$ cat config.mk
export PLATFORM = sky130hd
export DESIGN_NAME = connect4_board_engine
export DESIGN_NICKNAME = d
export VERILOG_FILES = /design/src/rtl/connect4_pkg.sv /design/src/rtl/connect4_win_scan.sv /design/src/rtl/connect4_board_engine.sv
export SDC_FILE = /design/constraint.sdc
export NUM_CORES = 1
export LEC_CHECK = 0
export ABC_AREA = 1
export CORE_ASPECT_RATIO = 0.6
export CORE_MARGIN = 1
export CORE_UTILIZATION = 55
export CTS_BUF_LIST = sky130_fd_sc_hd__clkbuf_4 sky130_fd_sc_hd__clkbuf_8
export CTS_CLUSTER_DIAMETER = 30
export DETAILED_ROUTE_END_ITERATION = 7
export DONT_BUFFER_PORTS = 1
export GPL_TIMING_DRIVEN = 1
export PLACE_DENSITY = 0.7
export SYNTH_ARGS = -nofsm -noshare
export SYNTH_HDL_FRONTEND = slang
export SYNTH_SLANG_ARGS = --single-unit
$ cat constraint.sdc
create_clock -name clk_i -period 5.4 [get_ports clk_i]
set_clock_uncertainty 0.15 [all_clocks]
set_input_delay 0.54 -clock clk_i [delete_from_list [all_inputs] [get_ports clk_i]]
set_output_delay 0.54 -clock clk_i [all_outputs]
set_load 0.01 [all_outputs]
$ cat src/rtl/connect4_pkg.sv
// Shared encodings for the Connect-4 engine: cell/winner codes, FSM states
// and the per-axis unit steps walked by the win scanner.
package connect4_pkg;

    localparam logic [1:0] CELL_EMPTY = 2'b00;
    localparam logic [1:0] CELL_P1    = 2'b01;
    localparam logic [1:0] CELL_P2    = 2'b10;

    localparam logic [1:0] WIN_NONE = 2'b00;
    localparam logic [1:0] WIN_P1   = 2'b01;
    localparam logic [1:0] WIN_P2   = 2'b10;
    localparam logic [1:0] WIN_DRAW = 2'b11;

    typedef enum logic [1:0] {S_IDLE, S_PLACE, S_CHECK, S_DONE} state_e;

    // Unit steps as 2-bit two's complement, indexed by axis: 0 H, 1 V, 2 diag, 3 anti-diag.
    localparam logic [3:0][1:0] AXIS_DR = {2'b01, 2'b01, 2'b01, 2'b00};
    localparam logic [3:0][1:0] AXIS_DC = {2'b11, 2'b01, 2'b00, 2'b01};

    function automatic logic signed [6:0] scale_step(input logic [1:0] d,
                                                     input logic signed [6:0] k);
        case (d)
            2'b01:   return k;
            2'b11:   return -k;
            default: return 7'sd0;
        endcase
    endfunction

endpackage

$ cat src/rtl/connect4_win_scan.sv
// Sequential win walker: one candidate cell per cycle, each axis walked in the
// positive then negative direction from the placed cell.
module connect4_win_scan
    import connect4_pkg::*;
#(
    parameter int ROWS    = 6,
    parameter int COLS    = 7,
    parameter int WIN_LEN = 4,
    localparam int RW = $clog2(ROWS),
    localparam int CW = $clog2(COLS),
    localparam int KW = $clog2(WIN_LEN + 1)
) (
    input  logic                            clk_i,
    input  logic                            rst_ni,
    input  logic                            clear_i,
    input  logic                            start_i,
    input  logic [ROWS-1:0][COLS-1:0][1:0]  board_i,
    input  logic [RW-1:0]                   row_i,
    input  logic [CW-1:0]                   col_i,
    input  logic [1:0]                      player_i,
    output logic                            done_o,
    output logic                            win_o
);

    // 7 signed bits hold row/col plus any offset up to 15 in either direction.
    localparam logic signed [6:0] ROWS_S = 7'(ROWS);
    localparam logic signed [6:0] COLS_S = 7'(COLS);

    logic [1:0]        axis_q, axis_d;
    logic              neg_q, neg_d;
    logic              active_q, active_d;
    logic [KW-1:0]     k_q, k_d, cnt_q, cnt_d;
    logic signed [6:0] koff, r_s, c_s;
    logic              in_bounds, match, last_k, dir_end, win;
    logic [1:0]        cand;

    always_comb begin
        koff      = neg_q ? -$signed(7'(k_q)) : $signed(7'(k_q));
        r_s       = $signed(7'(row_i)) + scale_step(AXIS_DR[axis_q], koff);
        c_s       = $signed(7'(col_i)) + scale_step(AXIS_DC[axis_q], koff);
        in_bounds = !r_s[6] && (r_s < ROWS_S) && !c_s[6] && (c_s < COLS_S);
        cand      = in_bounds ? board_i[r_s[RW-1:0]][c_s[CW-1:0]] : CELL_EMPTY;
        match     = active_q && in_bounds && (cand == player_i);
        last_k    = (k_q == KW'(WIN_LEN - 1));
        win       = match && (cnt_q + KW'(1) == KW'(WIN_LEN));
        dir_end   = !match || last_k;
        done_o    = active_q && (win || (dir_end && neg_q && axis_q == 2'd3));
        win_o     = win;
    end

    always_comb begin
        active_d = active_q;
        axis_d   = axis_q;
        neg_d    = neg_q;
        k_d      = k_q;
        cnt_d    = cnt_q;
        if (clear_i) begin
            active_d = 1'b0;
        end else if (start_i) begin
            active_d = 1'b1;
            axis_d   = 2'd0;
            neg_d    = 1'b0;
            k_d      = KW'(1);
            cnt_d    = KW'(1);
        end else if (active_q) begin
            if (done_o) begin
                active_d = 1'b0;
            end else if (dir_end) begin
                k_d = KW'(1);
                if (!neg_q) begin
                    // Run length carries over into the opposite direction.
                    neg_d = 1'b1;
                    cnt_d = cnt_q + KW'(match);
                end else begin
                    neg_d  = 1'b0;
                    axis_d = axis_q + 2'd1;
                    cnt_d  = KW'(1);
                end
            end else begin
                k_d   = k_q + KW'(1);
                cnt_d = cnt_q + KW'(1);
            end
        end
    end

    always_ff @(posedge clk_i) begin
        if (!rst_ni) begin
            active_q <= 1'b0;
            axis_q   <= 2'd0;
            neg_q    <= 1'b0;
            k_q      <= '0;
            cnt_q    <= '0;
        end else begin
            active_q <= active_d;
            axis_q   <= axis_d;
            neg_q    <= neg_d;
            k_q      <= k_d;
            cnt_q    <= cnt_d;
        end
    end

endmodule

$ cat src/rtl/connect4_board_engine.sv
// Connect-4 engine: drop-edge handling, gravity placement, turn/status
// bookkeeping; the win walk is delegated to connect4_win_scan.
module connect4_board_engine
    import connect4_pkg::*;
#(
    parameter int ROWS    = 6,
    parameter int COLS    = 7,
    parameter int WIN_LEN = 4,
    localparam int CW = $clog2(COLS),
    localparam int RW = $clog2(ROWS),
    localparam int HW = $clog2(ROWS + 1),
    localparam int MW = $clog2(ROWS * COLS + 1)
) (
    input  logic                     clk_i,
    input  logic                     rst_ni,
    input  logic [CW-1:0]            col_sel_i,
    input  logic                     drop_i,
    input  logic                     new_game_i,
    output logic [2*ROWS*COLS-1:0]   board_out_o,
    output logic                     turn_o,
    output logic                     busy_o,
    output logic                     invalid_o,
    output logic [1:0]               winner_o,
    output logic                     game_over_o,
    output logic [MW-1:0]            move_count_o
);

    localparam logic [CW:0] NCOL = COLS[CW:0];

    state_e                         state_q, state_d;
    logic [ROWS-1:0][COLS-1:0][1:0] board_q, board_d;
    logic [COLS-1:0][HW-1:0]        height_q, height_d;
    logic [MW-1:0]                  moves_q, moves_d;
    logic [RW-1:0]                  row_q, row_d;
    logic [CW-1:0]                  col_q, col_d;
    logic                           turn_q, turn_d;
    logic                           invalid_q, invalid_d;
    logic [1:0]                     winner_q, winner_d;
    logic                           drop_q;
    logic                           drop_edge, col_ok, scan_start, scan_done, scan_win;
    logic [1:0]                     player;

    assign drop_edge = drop_i & ~drop_q;
    assign col_ok    = {1'b0, col_sel_i} < NCOL;
    assign player    = turn_q ? CELL_P2 : CELL_P1;

    always_comb begin
        state_d    = state_q;
        board_d    = board_q;
        height_d   = height_q;
        moves_d    = moves_q;
        row_d      = row_q;
        col_d      = col_q;
        turn_d     = turn_q;
        winner_d   = winner_q;
        invalid_d  = 1'b0;
        scan_start = 1'b0;
        case (state_q)
            S_IDLE: if (drop_edge) begin
                if (!col_ok || height_q[col_sel_i] == HW'(ROWS)) begin
                    invalid_d = 1'b1;
                end else begin
                    row_d   = height_q[col_sel_i][RW-1:0];
                    col_d   = col_sel_i;
                    state_d = S_PLACE;
                end
            end
            S_PLACE: begin
                board_d[row_q][col_q] = player;
                height_d[col_q]       = height_q[col_q] + HW'(1);
                moves_d               = moves_q + MW'(1);
                scan_start            = 1'b1;
                state_d               = S_CHECK;
            end
            S_CHECK: if (scan_done) begin
                if (scan_win) begin
                    winner_d = player;  // player cell codes double as winner codes
                    state_d  = S_DONE;
                end else if (moves_q == MW'(ROWS * COLS)) begin
                    winner_d = WIN_DRAW;
                    state_d  = S_DONE;
                end else begin
                    turn_d  = ~turn_q;
                    state_d = S_IDLE;
                end
            end
            default: ;
        endcase
        if (new_game_i) begin
            state_d    = S_IDLE;
            board_d    = '0;
            height_d   = '0;
            moves_d    = '0;
            turn_d     = 1'b0;
            winner_d   = WIN_NONE;
            invalid_d  = 1'b0;
            scan_start = 1'b0;
        end
    end

    always_ff @(posedge clk_i) begin
        if (!rst_ni) begin
            state_q   <= S_IDLE;
            board_q   <= '0;
            height_q  <= '0;
            moves_q   <= '0;
            row_q     <= '0;
            col_q     <= '0;
            turn_q    <= 1'b0;
            invalid_q <= 1'b0;
            winner_q  <= WIN_NONE;
            drop_q    <= 1'b0;
        end else begin
            state_q   <= state_d;
            board_q   <= board_d;
            height_q  <= height_d;
            moves_q   <= moves_d;
            row_q     <= row_d;
            col_q     <= col_d;
            turn_q    <= turn_d;
            invalid_q <= invalid_d;
            winner_q  <= winner_d;
            drop_q    <= drop_i;
        end
    end

    connect4_win_scan #(
        .ROWS    (ROWS),
        .COLS    (COLS),
        .WIN_LEN (WIN_LEN)
    ) u_scan (
        .clk_i    (clk_i),
        .rst_ni   (rst_ni),
        .clear_i  (new_game_i),
        .start_i  (scan_start),
        .board_i  (board_q),
        .row_i    (row_q),
        .col_i    (col_q),
        .player_i (player),
        .done_o   (scan_done),
        .win_o    (scan_win)
    );

    assign board_out_o  = board_q;
    assign turn_o       = turn_q;
    assign busy_o       = (state_q == S_PLACE) || (state_q == S_CHECK);
    assign invalid_o    = invalid_q;
    assign winner_o     = winner_q;
    assign game_over_o  = (winner_q != WIN_NONE);
    assign move_count_o = moves_q;

endmodule

==> results_dict.tcl <==
set metrics [dict create \
    antenna_left 0 \
    dp_hpwl_mm 14.8 \
    fillers 1240 \
    setup_viol 0 \
    synth_area_leaders "dfxtp_1, nand2_1, nor2_1" \
    maxCapViolations 0 \
    drcViolationCount 0 \
    antenna_found_initial 0 \
    drt_iter0_markers 769 \
    ctsHoldBuffers 0 \
    final_cells 1292 \
    wl_per_cell_um 16.5 \
    synth_seq_area_share_pct 36.9 \
    end_kind "flip-flop" \
    startpoint_type "flip-flop" \
    n_antenna_cell 0 \
    via_per_inst 5.49 \
    clockBufferDepth 2 \
    status "completed" \
    clkTransAtPathRegs_ns 0.08 \
    row_count 32 \
    rsz0062_at_grt "false" \
    synth_seq_cells 134 \
    cts_tree "done" \
    power.leakage_nw 3.06 \
    cts_setup_buffers 0 \
    ys_warn_count 0 \
    powerDensity_nw_per_um2 284 \
    reg2reg_slack_ns 0.95 \
    synth_cell_types 41 \
    path_class "reg2reg" \
    ios 103 \
    vias 7089 \
    syn-num-nets 1162 \
    slew_violations 0 \
    tightest_slew_ns 1.14 \
    clock.fmax_ghz 0.225 \
    grt_overflow 0 \
    cts.root.buffer_cell "clkbuf_8" \
    fp.dieArea_um2 13700 \
    place.gp.congestion 0.919 \
    first_pass_iters 7 \
    synthCells 1129 \
    synth_edf_count 0 \
    synth_top_area_cell "dfxtp_1" \
    numCtsBuffers 17 \
    grtUsageTotal_pct 31.8 \
    fp.dieW_um 150 \
    htree_levels 4 \
    final_nets 1142 \
    setup_slack_ns 0.947 \
    critPathMaxStageDelay_ns 0.43 \
    initial_utilization_pct 56.5 \
    holdCritPathClass "in2reg" \
    crit_fanout 7 \
    critPathSlowestCell "fa_1" \
    grt_pass1_wl_mm 33.2 \
    cpMostUsedCell "nand2_1" \
    critPathRequiredTime_ns 5.66 \
    finalWorstPathRequiredPeriod_ns 4.45 \
    post_dp_cell_area_um2 7290 \
    fin_crit_sh_pct 82.5 \
    dp_slack_ns 1.04 \
    avgSynthCellArea_um2 6.43 \
    syn-cell-area_um2 7260 \
    synth_top_area_share_pct 36.9 \
    cp.arrival_ns 4.72 \
    vdd_drop_max_mv 0.170 \
    insertion_delay_ns 0.46 \
    layout_common_cells "nand2_1, nor2_1, inv_1" \
    grt_pass1_vias 6073 \
    final_layout_size_suffix_gt1_share_pct 5.70 \
    ctsResizeCount 0 \
    final_common_cell "nand2_1" \
    finish.utilization_pct 60.0 \
    ys.flop_type "dfxtp_1" \
    drt_wl_total_mm 21.3 \
    cp_num_buf_inv 6 \
    io_buffers 0 \
    async_reset_ff_share_pct 0 \
    coreArea_um2 12900 \
    hold_ws_ns 0.0159 \
    setup_tns_ns 0 \
    area_growth_pct 6.29 \
    clock-sinks 134 \
    die_h_um 91 \
    total_power_mw 2.19 \
    slew_headroom_pct 23.6 \
    grt_max_degree 63 \
    cpLargestDelayFamily "simple AND/OR/NAND/NOR gates" \
    stdcell_area_um2 7720 \
    place_inst 1260 \
    finalHoldViolCount 0 \
]
[flip-flops by register name (all words and copies together), names as in the netlist]
register         flops
col_q                3
invalid_o            1
height_q            21
u_scan.neg_q         1
move_count_o         6
winner_o             2
board_out_o         84
row_q                3
u_scan.cnt_q         3
drop_q               1
u_scan.axis_q        2
u_scan.k_q           3
state_q              2
turn_o               1
u_scan.active_q      1
[cells by family (layout without fill, tap and decap cells)]
group / count (synthesis) / after routing / share of synthesized area [%]
AO/OA/AOI/OAI: 229 / 229 / 16.6
buffers and inverters: 211 / 204 / 11.7
adder cells (fa/ha/maj): 26 / 26 / 4.69
XOR/XNOR: 3 / 3 / 0.362
AND/OR/NAND/NOR: 526 / 526 / 29.7
flip-flops: 134 / 134 / 36.9
[per-layer routing]
metal | part of all wire (%) | up-vias | track usage [%]
met1 | 47 | 3181 | 46.7
met4 | 1.2 | 0 | 7.83
met3 | 12 | 27 | 11.0
met5 | 0 | - | 0
li1 | - | 3547 | -
met2 | 40 | 334 | 43.7
[cells in the mapped netlist, types with 4 or more instances]
| cell type | number |
|---|---|
| nand2_1 | 213 |
| nor2_1 | 207 |
| inv_1 | 152 |
| dfxtp_1 | 134 |
| o21ai_0 | 101 |
| a21oi_1 | 99 |
| nand3_1 | 62 |
| ha_1 | 24 |
| clkbuf_1 | 22 |
| nor3_1 | 22 |
| buf_2 | 11 |
| inv_2 | 9 |
| o21ai_1 | 9 |
| clkinv_1 | 7 |
| a211oi_1 | 6 |
| nor2_2 | 5 |
| buf_6 | 4 |
| nand2_2 | 4 |
[layout make-up]
class | count | area (um^2) | share of cell area, %
Multi-Input combinational cell | 784 | 3740 | 48.4
Sequential cell | 134 | 2680 | 34.8
Inverter | 168 | 631 | 8.17
Clock buffer | 19 | 255 | 3.31
Tap cell | 170 | 213 | 2.76
Clock inverter | 13 | 168 | 2.17
Timing Repair Buffer | 4 | 30.0 | 0.389
[where the power goes]
group	leakage [nW]	internal, mW	total [mW]	switching [mW]
Clock	0.211	0.480	0.917	0.437
Combinational	1.77	0.0685	0.259	0.190
Sequential	1.08	0.997	1.01	0.0167
[worst paths after layout]
| check | cells past startpoint | end | from |
|---|---|---|---|
| worst max-delay path | 29 | u_scan.cnt_q[2]$_SDFFE_PN0P_ | u_scan.k_q[0]$_SDFFE_PN0P_ |
| worst min-delay path | 2 | drop_q$_SDFF_PN0_ | rst_ni |
| worst max register to register | 29 | u_scan.cnt_q[2]$_SDFFE_PN0P_ | u_scan.k_q[0]$_SDFFE_PN0P_ |
| worst min register to register | 2 | height_q[13]$_SDFFE_PP0P_ | height_q[13]$_SDFFE_PP0P_ |
Power figures use the tool's default switching activity.
